## config.mk

```make
export PLATFORM = sky130hd
export DESIGN_NAME = pcie_rst_seq
export DESIGN_NICKNAME = d
export VERILOG_FILES = /design/src/rtl/pcie_rst_seq_pkg.sv /design/src/rtl/pcie_rst_seq_sync.sv /design/src/rtl/pcie_rst_seq.sv
export SDC_FILE = /design/constraint.sdc
export NUM_CORES = 1
export LEC_CHECK = 0
export CAP_MARGIN = 15
export CORE_AREA = 2 2 64 78
export DETAILED_ROUTE_END_ITERATION = 6
export DIE_AREA = 0 0 66 80
export REMOVE_ABC_BUFFERS = 1
export SLEW_MARGIN = 25
export SYNTH_ARGS = -nofsm -noshare
export SYNTH_HDL_FRONTEND = slang
export SYNTH_HIERARCHICAL = 1
export SYNTH_SLANG_ARGS = --single-unit
```

## constraint.sdc

```tcl
create_clock -name clk_125 -period 1.85 [get_ports clk_125]
set_input_delay 0.2775 -clock clk_125 [delete_from_list [all_inputs] [get_ports clk_125]]
set_output_delay 0.2775 -clock clk_125 [all_outputs]
set_load 0.03 [all_outputs]
```

## src/rtl/pcie_rst_seq_pkg.sv

```systemverilog
// Shared types and defaults for the PCIe multi-stage reset sequencer.
package pcie_rst_pkg;

  typedef enum logic [1:0] {
    WAIT_LOCK = 2'd0,
    COUNT     = 2'd1,
    DONE      = 2'd2
  } seq_state_e;

  localparam int STAGE_DLY_LOG2_DEF = 19;
  localparam int WDOG_LOG2_DEF      = 24;

  // Stage index width; a single-stage build still needs a 1-bit index.
  function automatic int idx_width(input int num_stages);
    return (num_stages > 1) ? $clog2(num_stages) : 1;
  endfunction

endpackage

```

## src/rtl/pcie_rst_seq_sync.sv

```systemverilog
// Single-bit synchroniser: SYNC_STAGES-deep flop chain, cleared by rstn.
module rst_sync_bit #(
  parameter int SYNC_STAGES = 2
) (
  input  logic clk_125,
  input  logic rstn,
  input  logic d,
  output logic q
);

  logic [SYNC_STAGES-1:0] sync_d;
  logic [SYNC_STAGES-1:0] sync_q;

  // Shift the async input into the chain, newest sample in bit 0.
  always_comb begin
    sync_d = {sync_q[SYNC_STAGES-2:0], d};
  end

  // Synchroniser flops.
  always_ff @(posedge clk_125 or negedge rstn) begin
    if (!rstn) sync_q <= '0;
    else       sync_q <= sync_d;
  end

  assign q = sync_q[SYNC_STAGES-1];

endmodule

```

## src/rtl/pcie_rst_seq.sv

```systemverilog
// Multi-stage PCIe reset sequencer. Releases stage_rst_n[0..NUM_STAGES-1]
// in order, 2^STAGE_DLY_LOG2+1 cycles apart, once the synchronised PLL lock
// is present. Loss of lock or soft_rst drops every stage and restarts.
// Optional link watchdog is built when PCIE_RST_WDOG_EN is defined.
//
// state     | meaning
// WAIT_LOCK | all stages held in reset, waiting for lock_s and !soft_rst
// COUNT     | delay counter running; releases stage idx on terminal count
// DONE      | all stages released; watchdog (if built) monitors link_s
module pcie_rst_seq
  import pcie_rst_pkg::*;
#(
  parameter int NUM_STAGES     = 3,
  parameter int STAGE_DLY_LOG2 = STAGE_DLY_LOG2_DEF,
  parameter int SYNC_STAGES    = 2,
  parameter int WDOG_LOG2      = WDOG_LOG2_DEF
) (
  input  logic                  clk_125,
  input  logic                  rstn,
  input  logic                  pll_lock,
  input  logic                  soft_rst,
  input  logic                  link_up,
  output logic [NUM_STAGES-1:0] stage_rst_n,
  output logic                  seq_done,
  output logic                  wdog_trip
);

  localparam int IDX_W = idx_width(NUM_STAGES);
  localparam int CNT_W = STAGE_DLY_LOG2 + 1;
  localparam logic [IDX_W-1:0] LAST_IDX = IDX_W'(NUM_STAGES - 1);

  seq_state_e              state_d, state_q;
  logic [IDX_W-1:0]        idx_d, idx_q;
  logic [CNT_W-1:0]        cnt_d, cnt_q;
  logic [NUM_STAGES-1:0]   stage_d, stage_q;
  logic                    done_d, done_q;
  logic                    lock_s;
  logic                    abort;

  rst_sync_bit #(.SYNC_STAGES(SYNC_STAGES)) u_lock_sync (
    .clk_125 (clk_125),
    .rstn    (rstn),
    .d       (pll_lock),
    .q       (lock_s)
  );

`ifdef PCIE_RST_WDOG_EN
  localparam int WCNT_W = WDOG_LOG2 + 1;
  logic              link_s;
  logic [WCNT_W-1:0] wcnt_d, wcnt_q;
  logic              wdog_d, wdog_q;

  rst_sync_bit #(.SYNC_STAGES(SYNC_STAGES)) u_link_sync (
    .clk_125 (clk_125),
    .rstn    (rstn),
    .d       (link_up),
    .q       (link_s)
  );
`endif

  assign abort = !lock_s || soft_rst;

  // Next-state, stage release and watchdog decisions.
  always_comb begin
    state_d = state_q;
    idx_d   = idx_q;
    cnt_d   = cnt_q;
    stage_d = stage_q;
    done_d  = done_q;
`ifdef PCIE_RST_WDOG_EN
    wcnt_d  = '0;
    wdog_d  = 1'b0;
`endif
    case (state_q)
      WAIT_LOCK: begin
        cnt_d = '0;
        if (lock_s && !soft_rst) state_d = COUNT;
      end
      COUNT: begin
        if (abort) begin
          state_d = WAIT_LOCK;
          stage_d = '0;
          done_d  = 1'b0;
          idx_d   = '0;
          cnt_d   = '0;
        end else if (cnt_q[STAGE_DLY_LOG2]) begin
          // Abort is checked first, so a same-cycle release never escapes.
          stage_d = stage_q | (NUM_STAGES'(1) << idx_q);
          cnt_d   = '0;
          if (idx_q == LAST_IDX) begin
            done_d  = 1'b1;
            state_d = DONE;
          end else begin
            idx_d = idx_q + IDX_W'(1);
          end
        end else begin
          cnt_d = cnt_q + CNT_W'(1);
        end
      end
      DONE: begin
        if (abort) begin
          state_d = WAIT_LOCK;
          stage_d = '0;
          done_d  = 1'b0;
          idx_d   = '0;
          cnt_d   = '0;
        end
`ifdef PCIE_RST_WDOG_EN
        else if (wcnt_q[WDOG_LOG2]) begin
          wdog_d  = 1'b1;
          state_d = WAIT_LOCK;
          stage_d = '0;
          done_d  = 1'b0;
          idx_d   = '0;
          cnt_d   = '0;
        end else if (!link_s) begin
          wcnt_d = wcnt_q + WCNT_W'(1);
        end
`endif
      end
      default: begin
        state_d = WAIT_LOCK;
        stage_d = '0;
        done_d  = 1'b0;
        idx_d   = '0;
        cnt_d   = '0;
      end
    endcase
  end

  // Sequencer registers; every output comes straight from a flop.
  always_ff @(posedge clk_125 or negedge rstn) begin
    if (!rstn) begin
      state_q <= WAIT_LOCK;
      idx_q   <= '0;
      cnt_q   <= '0;
      stage_q <= '0;
      done_q  <= 1'b0;
    end else begin
      state_q <= state_d;
      idx_q   <= idx_d;
      cnt_q   <= cnt_d;
      stage_q <= stage_d;
      done_q  <= done_d;
    end
  end

`ifdef PCIE_RST_WDOG_EN
  // Watchdog counter and trip pulse.
  always_ff @(posedge clk_125 or negedge rstn) begin
    if (!rstn) begin
      wcnt_q <= '0;
      wdog_q <= 1'b0;
    end else begin
      wcnt_q <= wcnt_d;
      wdog_q <= wdog_d;
    end
  end

  assign wdog_trip = wdog_q;
`else
  // Without the watchdog link_up and WDOG_LOG2 have no effect; term is constant 0.
  assign wdog_trip = link_up & (WDOG_LOG2 < 0);
`endif

  assign stage_rst_n = stage_q;
  assign seq_done    = done_q;

endmodule

```

## Word level (Yosys, flattened, before mapping)

Index checks and enable logic that the tools add are counted.
Widths: inputs -> output; s select.

| cells by class | value |
|---|---|
| reductions and logical operators | 9 |
| bitwise logic cells | 2 |
| $add $sub $neg | 2 |
| shift-type cells | 1 |
| multiplexer cells | 23 |
| equal/unequal tests | 8 |

Operators with widths:

| cell | count |
|---|---|
| $mux 20 | 3 |
| $pmux 20 s2 | 1 |
| $add 20x1->20 const B | 1 |
| $mux 2 | 8 |
| $pmux 2 s3 | 2 |
| $reduce_and 4->1 | 3 |
| $mux 3 | 3 |
| $ne 3x3->1 const B | 3 |
| $pmux 3 s3 | 1 |
| $eq 2x2->1 const B | 2 |
| $mux 1 | 4 |
| $ne 2x2->1 const B | 2 |
| $or 3x3->3 | 1 |
| $pmux 1 s3 | 1 |
| $reduce_and 3->1 | 1 |
| $shl 1x2->3 const A | 1 |
| $add 2x1->2 const B | 1 |
| $eq 2x1->1 const B | 1 |
| $logic_not 1->1 | 2 |
| $logic_not 2->1 | 1 |
| $logic_and 1x1->1 | 1 |
| $logic_or 1x1->1 | 1 |
| $not 1->1 | 1 |

| word-level totals | value |
|---|---|
| bits of input ports | 5 |
| word-level logic and storage cells | 51 |
| output and inout port bits | 5 |
| flip-flop bits (word level) | 30 |

## Logic depth before layout (Yosys ltp)

| depth | value |
|---|---|
| depth in word-level cells | 5 |
| mapped depth | 6 |
| depth with buffers taken out | 6 |

## Cells and area by module

Netlist, hierarchy kept.

Modules (own cells, without submodules):

| module | sequential area each (um^2) | area an instance (um^2) | cells an instance | instances |
|---|---|---|---|---|
| pcie_rst_seq | 700.7 | 1483.9 | 156 | 1 |
| rst_sync_bit | 50.0 | 50.0 | 2 | 1 |

## Least setup slack after synthesis

OpenSTA, ideal clock, no wires.

| path | value |
|---|---|
| path kind | reg2reg |
| start | register cnt_q[5] |
| end | register cnt_q[15] |
| library setup time | 0.077 ns |
| path buffers | 1 |
| arrival time | 1.688 ns |
| path slack | 0.084 ns |
| clock period less this slack | 1.766 ns |
| cell stages (with the launch flop) | 6 |
| required time | 1.773 ns |
| path through | dfrtp_1 nand4_2 or4_1 buf_2 or4_1 a21oi_1 |

| between the ends | value |
|---|---|
| word-level cells in the longest chain between the ends | 4 |

Ends and longest elaborated chain:

| item | line | source |
|---|---|---|
| start: declaration | pcie_rst_seq.sv:34 | `logic [CNT_W-1:0] cnt_d, cnt_q;` |
| start signal: assignment | pcie_rst_seq.sv:142 | `cnt_q <= cnt_d;` |
| $add 20x1->20 | pcie_rst_seq.sv:97 | `cnt_d = cnt_q + CNT_W'(1);` |
| $mux 20 | pcie_rst_seq.sv:86 | `end else if (cnt_q[STAGE_DLY_LOG2]) begin` |
| $mux 20 | pcie_rst_seq.sv:80 | `if (abort) begin` |
| $pmux 20 s2 | pcie_rst_seq.sv:74 | `case (state_q)` |

No other way between the ends.
A chain may end at the register's enable or synchronous reset.

## Worst setup path in the final report

Same ends and word-level chain as after synthesis.

==> impl_metrics.toml <==
[global_route]
grt_usage_pct = 13.89
grt_first_pass_wirelength_um = 5520
gr-total-overflow = 0
grt_max_degree = 31
grt_pass1_vias = 1253
grt_use_met1_pct = 15.61
busiest_layer = "met2"
use_met3_pct = 3.385
use_met2_pct = 24.24
antenna_found_initial = 0

[drt]
vias = 1226
wl_per_cell_um = 12.80
wirelength_um = 3124
drc_errors = 0
ant_nets = 0
drtPass1Iterations = 4
vias_per_cell = 5.025
drt_iter0_drc = 50

[floorplan]
core_area_sq_mm = 0.004527
ioPinCount = 10
start_util_pct = 33.89
rows = 27
die_y_um = 80
dieArea_sq_mm = 0.005280
die_width_um = 66

[power_and_ir_drop]
ir_worst_vdd_mv = 0.6827
leakagePower_nw = 0.7784
powerDensity_mw_per_mm2 = 717.8

[timing]
fin_crit_ns = 1.725
clock.fmax_mhz = 579.6
finalHoldViolCount = 0
rsz0062_at_grt = "false"
drv_slew = 0
setup_viol = 0
clock_skew_ns = 0.005967
min_period_over_period_pct = 93.26
setup_ws_ns = 0.1248

[synthesis]
yosysWarningCount = 6
synth_top_area_share_pct = 48.94
synth_area_leaders = "dfrtp_1 49%, nand2_1 3.7%, ha_1 3.3%, xnor2_1 2.9%, nand3_1 2.6%"
synth_cells = 158
synth_edf_count = 0
syn_area_sq_mm = 0.001534
ys_ff_latch = 30
synth_cell_type_count = 41
ys.flop_type = "dfrtp_1"
ys_async_sr_fraction_pct = 100.0
seq_area_frac_synth_pct = 48.94
postSynthAreaPerCell_sq_um = 9.709
yosysTopAreaCell = "dfrtp_1"
synth.most_common_cell = "dfrtp_1"
synth_common_cells = "30 x dfrtp_1, 15 x nand2_1, 8 x inv_1, 8 x nand3_1"

[placement]
place_ws_ns = -0.1675
portBuffers = 7
place_hpwl_um = 2328
gp_congestion = 0.8123

[cts]
root_buffer = "clkbuf_8"
cts_tree = "built"
cts_made_buffers = 5
cts.sinks = 30
ctsHtreeMaxLevel = 2
cts.reportedPaths.clkPinSlew_ns = 0.07
clk_path_buf_depth = 2
clk_latency_ns = 0.28

[setup_path]
end_kind = "flop"
cp.required_ns = 2.06
worstPathMaxFanout = 9
worstPathArrival_ns = 1.93
crit_type = "reg2reg"
crit_path_start_kind = "flop"

[final_layout]
antenna_cells = 0
area_growth_pct = 24.96
fin_nets = 194
final_util_pct = 42.34
drive_gt1_share_pct = 18.28

[run]
cap_violations = 0

[run_status]
status = "finished clean"

[hold_path]
hold_path.class = "reg2reg"
[area by class of cell]
cell class | count | area (sq um)
Clock buffer | 5 | 68.82
Clock inverter | 3 | 45.04
Fill cell | 463 | 2610
Inverter | 8 | 30.03
Multi-Input combinational cell | 113 | 729.5
Sequential cell | 30 | 750.7
Tap cell | 58 | 72.57
Timing Repair Buffer | 27 | 220.2
[flip-flops by register name, summed over array words and instances, names as in the netlist]
register            cells
cnt_q                  20
stage_rst_n             3
idx_q                   2
state_q                 2
u_lock_sync/sync_q      2
seq_done                1
[cell families (layout without fill, tap and decap cells)]
family                   Yosys count  count (layout)  synth area share (%)
AND/OR/NAND/NOR                   67              67                 24.39
AO/OA/AOI/OAI                     32              32                 13.62
flip-flops                        30              30                 48.94
buffers and inverters             15              43                 4.078
XOR/XNOR                           7               7                 3.997
adder cells (fa/ha/maj)            4               4                 3.263
multiplexers                       2               2                 1.468
other                              1               1                0.2445
[power breakdown]
| group | internal (mW) | switching [mW] | total [mW] |
|---|---|---|---|
| Clock | 0.400 | 0.261 | 0.662 |
| Combinational | 0.0205 | 0.0304 | 0.0509 |
| Sequential | 0.660 | 0.00378 | 0.664 |
[cells in the final DEF, fill, tap and decap left out, drive strengths merged, types with 6 or more instances in the layout]
cell type      count
nand3              8
o21ai              8
nand2             15
inv                8
clkdlybuf4s50      7
buf               20
nor3               6
dfrtp             30
a21oi              7
nor2               7
[worst paths after layout]
| path | start | to | slack, ns | depth (start not counted) |
|---|---|---|---|---|
| max in group asynchronous | rstn | cnt_q[15] | 1.20 | 2 |
| setup / recovery | cnt_q[5] | cnt_q[15] | 0.12 | 4 |
| hold / removal | u_lock_sync/sync_q[0] | u_lock_sync/sync_q[1] | 0.35 | 0 |
| hold reg to reg | u_lock_sync/sync_q[0] | u_lock_sync/sync_q[1] | 0.35 | 0 |
| setup reg to reg | cnt_q[5] | cnt_q[15] | 0.12 | 4 |
| min in group asynchronous | rstn | cnt_q[16] | 0.37 | 2 |
[worst max-delay path, stage by stage (launching register included)]
cell,delay (ns)
dfrtp_1,0.37
nand4_2,0.15
or4_4,0.55
or4_1,0.42
a21oi_1,0.15
[routing by layer]
layer  part of all wire [%]  routed length (um)
met5                      0                   0
met4                    1.9                  60
met3                    2.4                  75
met2                     52                1620
met1                     44                1367
[timing repair]
action / CTS / global route
hold buffers: 0 / 0
pin swaps: 0 / 1
setup buffers: 0 / 1
gates resized for setup: 1 / 1
endpoints found under the setup margin: 1 / 1
[metrics by stage]
step	cells	total power [mW]	TNS (ns)	cell area, sq um	hold WS (ns)
5_1_grt	244	1.435	0	1917	0.3614
3_3_place_gp	235	0.7262	-0.1064	1787	0.3329
3_5_place_dp	235	0.7275	-0.3172	1787	0.3411
4_1_cts	243	1.397	0	1904	0.3575
6_report	244	1.376	0	1917	0.3528
2_1_floorplan	151	0.6951	0	1501	-0.01809
(Power assumes the default switching activity.)
